==> src/rtl/axis_crc32_mpeg2_arb.sv <==
// Round-robin arbiter sharing one CRC32/MPEG-2 AXI-Stream engine between N_CH frame sources.
// Optional result timeout enabled by defining AXIS_CRC_ARB_TIMEOUT_EN (adds err_timeout, uses MAX_WAIT).
module axis_crc32_mpeg2_arb #(
  parameter int unsigned N_CH     = 4,
  parameter int unsigned DATA_W   = 32,
  parameter int unsigned MAX_WAIT = 1024
) (
  input  logic                     aclk,
  input  logic                     aresetn,
  input  logic [N_CH*DATA_W-1:0]   s_tdata,
  input  logic [N_CH-1:0]          s_tvalid,
  input  logic [N_CH-1:0]          s_tlast,
  output logic [N_CH-1:0]          s_tready,
  output logic [DATA_W-1:0]        eng_tdata,
  output logic                     eng_tvalid,
  output logic                     eng_tlast,
  input  logic                     eng_tready,
  input  logic [DATA_W-1:0]        eng_crc,
  input  logic                     eng_crc_valid,
  output logic                     eng_crc_ready,
  output logic [DATA_W-1:0]        res_tdata,
  output logic [$clog2(N_CH)-1:0]  res_tid,
  output logic                     res_tvalid,
  input  logic                     res_tready,
  output logic [N_CH-1:0]          grant,
  output logic                     busy
`ifdef AXIS_CRC_ARB_TIMEOUT_EN
  , output logic                   err_timeout
`endif
);

  localparam int unsigned IDX_W = $clog2(N_CH);

  typedef enum logic [1:0] {
    IDLE     = 2'd0,
    STREAM   = 2'd1,
    WAIT_RES = 2'd2,
    RESP     = 2'd3
  } state_t;

  state_t             state_q, state_d;
  logic [N_CH-1:0]    grant_d;
  logic [IDX_W-1:0]   gidx_q, gidx_d;
  logic [IDX_W-1:0]   rr_ptr_q, rr_ptr_d;
  logic [IDX_W-1:0]   arb_idx;
  logic               arb_found;
  logic [DATA_W-1:0]  res_tdata_d;
  logic [IDX_W-1:0]   res_tid_d;

`ifdef AXIS_CRC_ARB_TIMEOUT_EN
  localparam int unsigned CNT_W = $clog2(MAX_WAIT + 1);
  logic [CNT_W-1:0]   wait_cnt_q, wait_cnt_d;
  logic               tmo_d;
`endif

  // Channel index arithmetic modulo N_CH (N_CH need not be a power of two).
  function automatic logic [IDX_W-1:0] wrap_add(input logic [IDX_W-1:0] base,
                                                 input int unsigned     off);
    int unsigned sum;
    sum = 32'(base) + off;
    return IDX_W'(sum % N_CH);
  endfunction

  // First requester at or after rr_ptr, wrapping.
  always_comb begin
    arb_found = 1'b0;
    arb_idx   = '0;
    for (int unsigned i = 0; i < N_CH; i++) begin
      if (!arb_found && s_tvalid[wrap_add(rr_ptr_q, i)]) begin
        arb_found = 1'b1;
        arb_idx   = wrap_add(rr_ptr_q, i);
      end
    end
  end

  // Granted channel is wired straight through to the engine while streaming.
  always_comb begin
    eng_tdata  = '0;
    eng_tvalid = 1'b0;
    eng_tlast  = 1'b0;
    s_tready   = '0;
    if (state_q == STREAM) begin
      eng_tdata        = s_tdata[32'(gidx_q) * DATA_W +: DATA_W];
      eng_tvalid       = s_tvalid[gidx_q];
      eng_tlast        = s_tlast[gidx_q];
      s_tready[gidx_q] = eng_tready;
    end
  end

  always_comb begin
    state_d     = state_q;
    grant_d     = grant;
    gidx_d      = gidx_q;
    rr_ptr_d    = rr_ptr_q;
    res_tdata_d = res_tdata;
    res_tid_d   = res_tid;
`ifdef AXIS_CRC_ARB_TIMEOUT_EN
    wait_cnt_d  = wait_cnt_q;
    tmo_d       = 1'b0;
`endif
    unique case (state_q)
      IDLE: begin
        if (arb_found) begin
          state_d = STREAM;
          grant_d = N_CH'(1) << arb_idx;
          gidx_d  = arb_idx;
        end
      end
      STREAM: begin
        if (eng_tvalid && eng_tready && eng_tlast) begin
          state_d = WAIT_RES;
`ifdef AXIS_CRC_ARB_TIMEOUT_EN
          wait_cnt_d = '0;
`endif
        end
      end
      WAIT_RES: begin
        if (eng_crc_valid && eng_crc_ready) begin
          state_d     = RESP;
          res_tdata_d = eng_crc;
          res_tid_d   = gidx_q;
        end
`ifdef AXIS_CRC_ARB_TIMEOUT_EN
        else if (wait_cnt_q == CNT_W'(MAX_WAIT - 1)) begin
          state_d     = RESP;
          res_tdata_d = '1;
          res_tid_d   = gidx_q;
          tmo_d       = 1'b1;
        end else begin
          wait_cnt_d = wait_cnt_q + CNT_W'(1);
        end
`endif
      end
      RESP: begin
        if (res_tready) begin
          state_d  = IDLE;
          grant_d  = '0;
          rr_ptr_d = wrap_add(gidx_q, 1);
        end
      end
      default: state_d = IDLE;
    endcase
  end

  // Status outputs are registered from the next state so they line up with state_q.
  always_ff @(posedge aclk or negedge aresetn) begin
    if (!aresetn) begin
      state_q       <= IDLE;
      grant         <= '0;
      gidx_q        <= '0;
      rr_ptr_q      <= '0;
      res_tdata     <= '0;
      res_tid       <= '0;
      res_tvalid    <= 1'b0;
      eng_crc_ready <= 1'b0;
      busy          <= 1'b0;
`ifdef AXIS_CRC_ARB_TIMEOUT_EN
      wait_cnt_q    <= '0;
      err_timeout   <= 1'b0;
`endif
    end else begin
      state_q       <= state_d;
      grant         <= grant_d;
      gidx_q        <= gidx_d;
      rr_ptr_q      <= rr_ptr_d;
      res_tdata     <= res_tdata_d;
      res_tid       <= res_tid_d;
      res_tvalid    <= (state_d == RESP);
      eng_crc_ready <= (state_d == WAIT_RES);
      busy          <= (state_d != IDLE);
`ifdef AXIS_CRC_ARB_TIMEOUT_EN
      wait_cnt_q    <= wait_cnt_d;
      err_timeout   <= tmo_d;
`endif
    end
  end

endmodule

==> config.mk <==
export PLATFORM = sky130hd
export DESIGN_NAME = axis_crc32_mpeg2_arb
export DESIGN_NICKNAME = d
export VERILOG_FILES = /design/src/rtl/axis_crc32_mpeg2_arb.sv
export SDC_FILE = /design/constraint.sdc
export NUM_CORES = 1
export LEC_CHECK = 0
export BUFFER_PORTS_ARGS = -buffer_cell sky130_fd_sc_hd__buf_2
export CAP_MARGIN = 25
export CORE_MARGIN = 3
export CORE_UTILIZATION = 35
export CTS_CLUSTER_DIAMETER = 100
export DETAILED_ROUTE_END_ITERATION = 7
export MAX_ROUTING_LAYER = met4
export PLACE_DENSITY = 0.85
export SYNTH_ARGS = -nofsm -noshare
export SYNTH_HDL_FRONTEND = slang
export SYNTH_SLANG_ARGS = --single-unit
==> constraint.sdc <==
create_clock -name aclk -period 3.4 [get_ports aclk]
set_input_delay 0.85 -clock aclk [delete_from_list [all_inputs] [get_ports aclk]]
set_output_delay 0.85 -clock aclk [all_outputs]
set_load 0.02 [all_outputs]
Word level (Yosys, flattened, before mapping)
Cells that the tools add are included.
{ "classes": {"reduce_logical": 17, "order_cmp": 6, "add_sub_neg": 4, "shifts": 2, "n_mux": 34, "n_eq_ne": 7, "bitwise": 1} }
{ "ops": {"columns": ["cell", "count"], "rows": [
  ["indexed part select 128 x 8 -> 32 bit", 1],
  ["two-way mux 32 bit", 1],
  ["two-way mux 2 bit", 8],
  ["< comparator 2 x 3 -> 1 bit (second input constant)", 5],
  ["two-way mux 1 bit", 13],
  ["binary-select mux 1 bit (select 2 bit)", 6],
  ["two-way mux 4 bit", 3],
  ["equality test 2 bit (second input constant)", 4],
  ["one-hot mux 2 bit (4 select lines)", 1],
  ["one-hot mux 4 bit (2 select lines)", 1],
  ["logical AND 1 bit", 7],
  ["AND reduction 2 bit", 3],
  ["adder 2 x 1 -> 2 bit (second input constant)", 2],
  ["adder 2 bit (second input constant)", 2],
  ["AND 4 bit", 1],
  ["!= test 2 bit (second input constant)", 2],
  ["nonzero test 2 bit", 2],
  ["<< shifter 1 x 2 -> 4 bit (first input constant)", 1],
  ["zero test 1 bit", 3],
  ["AND reduction 3 bit", 1],
  ["demux 1 bit (select 2 bit)", 1],
  ["equality test 2 x 1 -> 1 bit (second input constant)", 1],
  [">= comparator 2 x 1 -> 1 bit (second input constant)", 1],
  ["zero test 2 bit", 1]
]} }
{ "word_totals": {"word_cells": 80, "in_bits": 173, "output_inout_bits": 79, "reg_bits": 47} }

Longest topological paths before layout
{ "logic_depth": {"word_depth": 15, "depth_mapped": 5, "ltp_nobuf": 4} }

Worst setup path before layout
No wires, ideal clock.
{ "synth_timing": {"path_type": "input to output", "from": "input s_tvalid[1]", "to": "output eng_tvalid", "path_buffers": 0, "setup_slack_ps": 984, "cell_stages": 2, "required_time_ps": 2550, "arrival_ps": 1566, "path_cell_list": "mux4_1 -> and2_1"} }
{ "synth_between": {"elab_chain_len": 3} }
{ "synth_rtl": {"columns": ["item", "line", "source"], "rows": [
  ["start, declared", "11", "input logic [N_CH-1:0] s_tvalid,"],
  ["binary-select mux 1 bit (select 2 bit)", "84", "eng_tvalid = s_tvalid[gidx_q];"],
  ["two-way mux 1 bit (implied by the code)", "84", null],
  ["two-way mux 1 bit", "82", "if (state_q == STREAM) begin"],
  ["end, declared", "15", "output logic eng_tvalid,"]
]} }
No other way between the ends. The select of a mux whose other input is x is not followed.

Worst setup path in the final report
{ "layout_timing": {"from": "register gidx_q[0]", "to": "output eng_tdata[6]"} }
{ "layout_between": {"elab_chain_len": 2} }
{ "layout_rtl": {"columns": ["item", "line", "source"], "rows": [
  ["start, declared", "43", "logic [IDX_W-1:0] gidx_q, gidx_d;"],
  ["start signal, assigned", "164", "gidx_q <= gidx_d;"],
  ["indexed part select 128 x 8 -> 32 bit", "83", "eng_tdata = s_tdata[32'(gidx_q) * DATA_W +: DATA_W];"],
  ["two-way mux 32 bit", "82", null],
  ["end, declared", "14", "output logic [DATA_W-1:0] eng_tdata,"]
]} }
No other way between the ends.

==> run metrics <==
outcome=complete, no violations; GRT Total Usage=0.210; H-tree depth=2; Filler cells=728; Detailed Routing Iterations Pass 1=4; area grow syn2layout=47.5%; #FFs+latches synth=47; cell row count=33; critical path class=flip-flop to output port; antenna violations before repair=0; n_diodes=0; vias per cell=5.11; Net Count, Synth=407; Die H=99.4 um; worst flop-to-flop path startpoint=gidx_q[0]$_DFFE_PN0P_; Worst VDD drop=496 uV; routed len/inst=18.0 um; Crit Path Max Fanout=22; final hold vios=0; Max Slew Vio Count=0; CTS tree=built; arrival time at the worst endpoint=2.19 ns; Routed WL=10,500 um; post-CTS sizing=0; post-synthesis sequential area ratio=0.385; Critical Path Source Type=flip-flop; clock slew at reported path FFs=0.09 ns; drt drc=0; Hold Crit Class=primary input to async pin; Slew HR=0.584; IO Count=252; Final Cycle Share=0.895; number of port buffers=251; # placed instances=571; number of synthesis warnings=0; Initial Util=0.366; Longest Clk Path Bufs=2; die area=0.00988 mm2; Hold-fix buffers, CTS=0; synthesized area per cell=13.3 um2; Req. time, crit path=2.55 ns; PwrDens=802 mW/mm2; CTS Buf Count=5; final net count=651; Max-Cap Viols=0; Die Wd=99.4 um; fmax=329 MHz; Core ar.=0.00834 mm2; area of the mapped netlist=0.00305 mm2; Yosys cell types=33; hpwl dp=8660 um; clock sinks=47; Leak=0.00246 uW; Routed Antenna Nets=0; placer congestion estimate=1.00; crit path time final=3.04 ns; largest net degree at the start of global routing=48; CP startpoint=gidx_q[0]$_DFFE_PN0P_; first-pass GRT wire length=15,700 um; Mapped Cells=230; fraction of layout cells with a size suffix above 1=0.693; Slew @ Worst Pin=0.623 ns; grt total ovfl=0; routed vias=2,962; number of global-route vias before repair=3,150; Setup Skew=0.00437 ns; post-route insts no fill=580; Total Neg Setup Slack=0 ns; Clk Latency, worst-skew pair=0.30 ns; final setup vio count=0; Iteration-0 DRC Markers=94; postcts setup bufs=0; RSZ-0062 raised after global routing=false; CTS Root Buffer Type=clkbuf_8; critical path capture point type=output port
path summary, 6_finish.rpt:
path                       slack, ns                 endpoint  cells after the start
max in group asynchronous       2.54    gidx_q[0]$_DFFE_PN0P_                      2
min                             0.39  eng_crc_ready$_DFF_PN0_                      1
max                             0.36             eng_tdata[6]                      4
max reg2reg                     1.48  eng_crc_ready$_DFF_PN0_                      3
min in group aclk               0.49   res_tid[1]$_DFFE_PN0P_                      2
min reg2reg                     0.49   res_tid[1]$_DFFE_PN0P_                      2
through the flow:
step / setup WS [ns] / instance area [um2] / utilization / power, uW / hold WS [ns]
6_report: 0.359 / 4500 / 0.540 / 3610 / 0.386
4_1_cts: 0.310 / 4480 / 0.538 / 3660 / 0.493
2_1_floorplan: 0.984 / 3050 / - / 2550 / 0.506
3_3_place_gp: 0.671 / 4370 / 0.524 / 3160 / 0.464
3_5_place_dp: 0.645 / 4370 / 0.524 / 3220 / 0.472
5_1_grt: 0.196 / 4500 / 0.540 / 3860 / 0.369
cell usage in the layout, fill, tap and decap left out, types with 2 or more instances in the layout:
cell      instances
buf_2           251
dfrtp_1          46
and2_1           34
mux4_2           32
mux2_2           31
nand2_1          11
o21ai_0           8
inv_1             5
and3_1            5
clkbuf_8          5
nor2_1            4
ha_1              4
mux2i_1           3
nand2b_1          3
nand3_1           3
buf_12            3
a211o_1           2
mux2_1            2
a21o_1            2
a21oi_1           2
a32o_1            2
o31ai_1           2
sequential cells by signal, indices dropped and copies added (netlist names):
signal         count
grant              4
eng_crc_ready      1
state_q            2
rr_ptr_q           2
res_tid            2
gidx_q             2
res_tvalid         1
busy               1
res_tdata         32
cell usage after synthesis:
cell type / instances / share of area
mux4_1: 1 / 0.0086
mux2_2: 31 / 0.11
a21oi_1: 2 / 0.0033
buf_4: 2 / 0.0049
nor3b_1: 1 / 0.0025
ha_1: 4 / 0.016
and2_1: 34 / 0.070
nor2b_1: 2 / 0.0041
inv_1: 5 / 0.0061
nor2_1: 4 / 0.0049
and3_1: 5 / 0.010
dfrtp_1: 47 / 0.39
a311oi_1: 1 / 0.0029
a21o_1: 2 / 0.0049
mux2i_1: 3 / 0.0098
buf_2: 8 / 0.013
o31ai_1: 2 / 0.0049
o21ai_0: 8 / 0.013
nand2b_1: 3 / 0.0061
a211o_1: 2 / 0.0057
nand4b_4: 1 / 0.0078
a32o_1: 2 / 0.0066
buf_6: 1 / 0.0037
clkbuf_1: 5 / 0.0061
mux2_1: 2 / 0.0074
nand3_1: 3 / 0.0049
nand2_1: 11 / 0.014
a221oi_1: 1 / 0.0029
mux4_2: 32 / 0.24
buf_12: 2 / 0.013
nand3b_1: 1 / 0.0025
a221o_1: 1 / 0.0033
nor3_1: 1 / 0.0016
logic make-up (layout without fill, tap and decap cells):
family,after synthesis,after routing,synth area share
compound gates,21,21,0.0475
simple gates,66,66,0.128
buf+inv,23,268,0.0471
mux,69,69,0.376
flops,47,47,0.385
fa+ha+maj,4,4,0.0164
critical path: stages (launching register included):
cell	delay (ns)
dfrtp_2	0.77
buf_12	0.27
mux4_2	0.51
and2_1	0.17
buf_2	0.16
final cells by class:
type                    instances  area, um2  share of cell area
clock buffers                   5       68.8              0.0153
clock inverters                 3       47.5              0.0106
repair buffers                255       1320               0.294
inverters                       5       18.8             0.00417
flip-flops and latches         47       1180               0.261
well taps                     105        131              0.0292
multi-input cells             160       1740               0.386
per-layer routing:
layer,vias to the layer above,GRT usage,part of all wire
met1,1401,0.223,0.35
met5,-,-,0
li1,1345,-,-
met3,34,0.0505,0.085
met4,0,0.0956,0.041
met2,182,0.370,0.52
power by group:
part | switching [uW] | total, uW | internal, uW
Sequential | 232 | 1010 | 782
Clock | 193 | 416 | 223
Combinational | 1160 | 2180 | 1030
No activity file was read; power rests on OpenSTA's default activity.
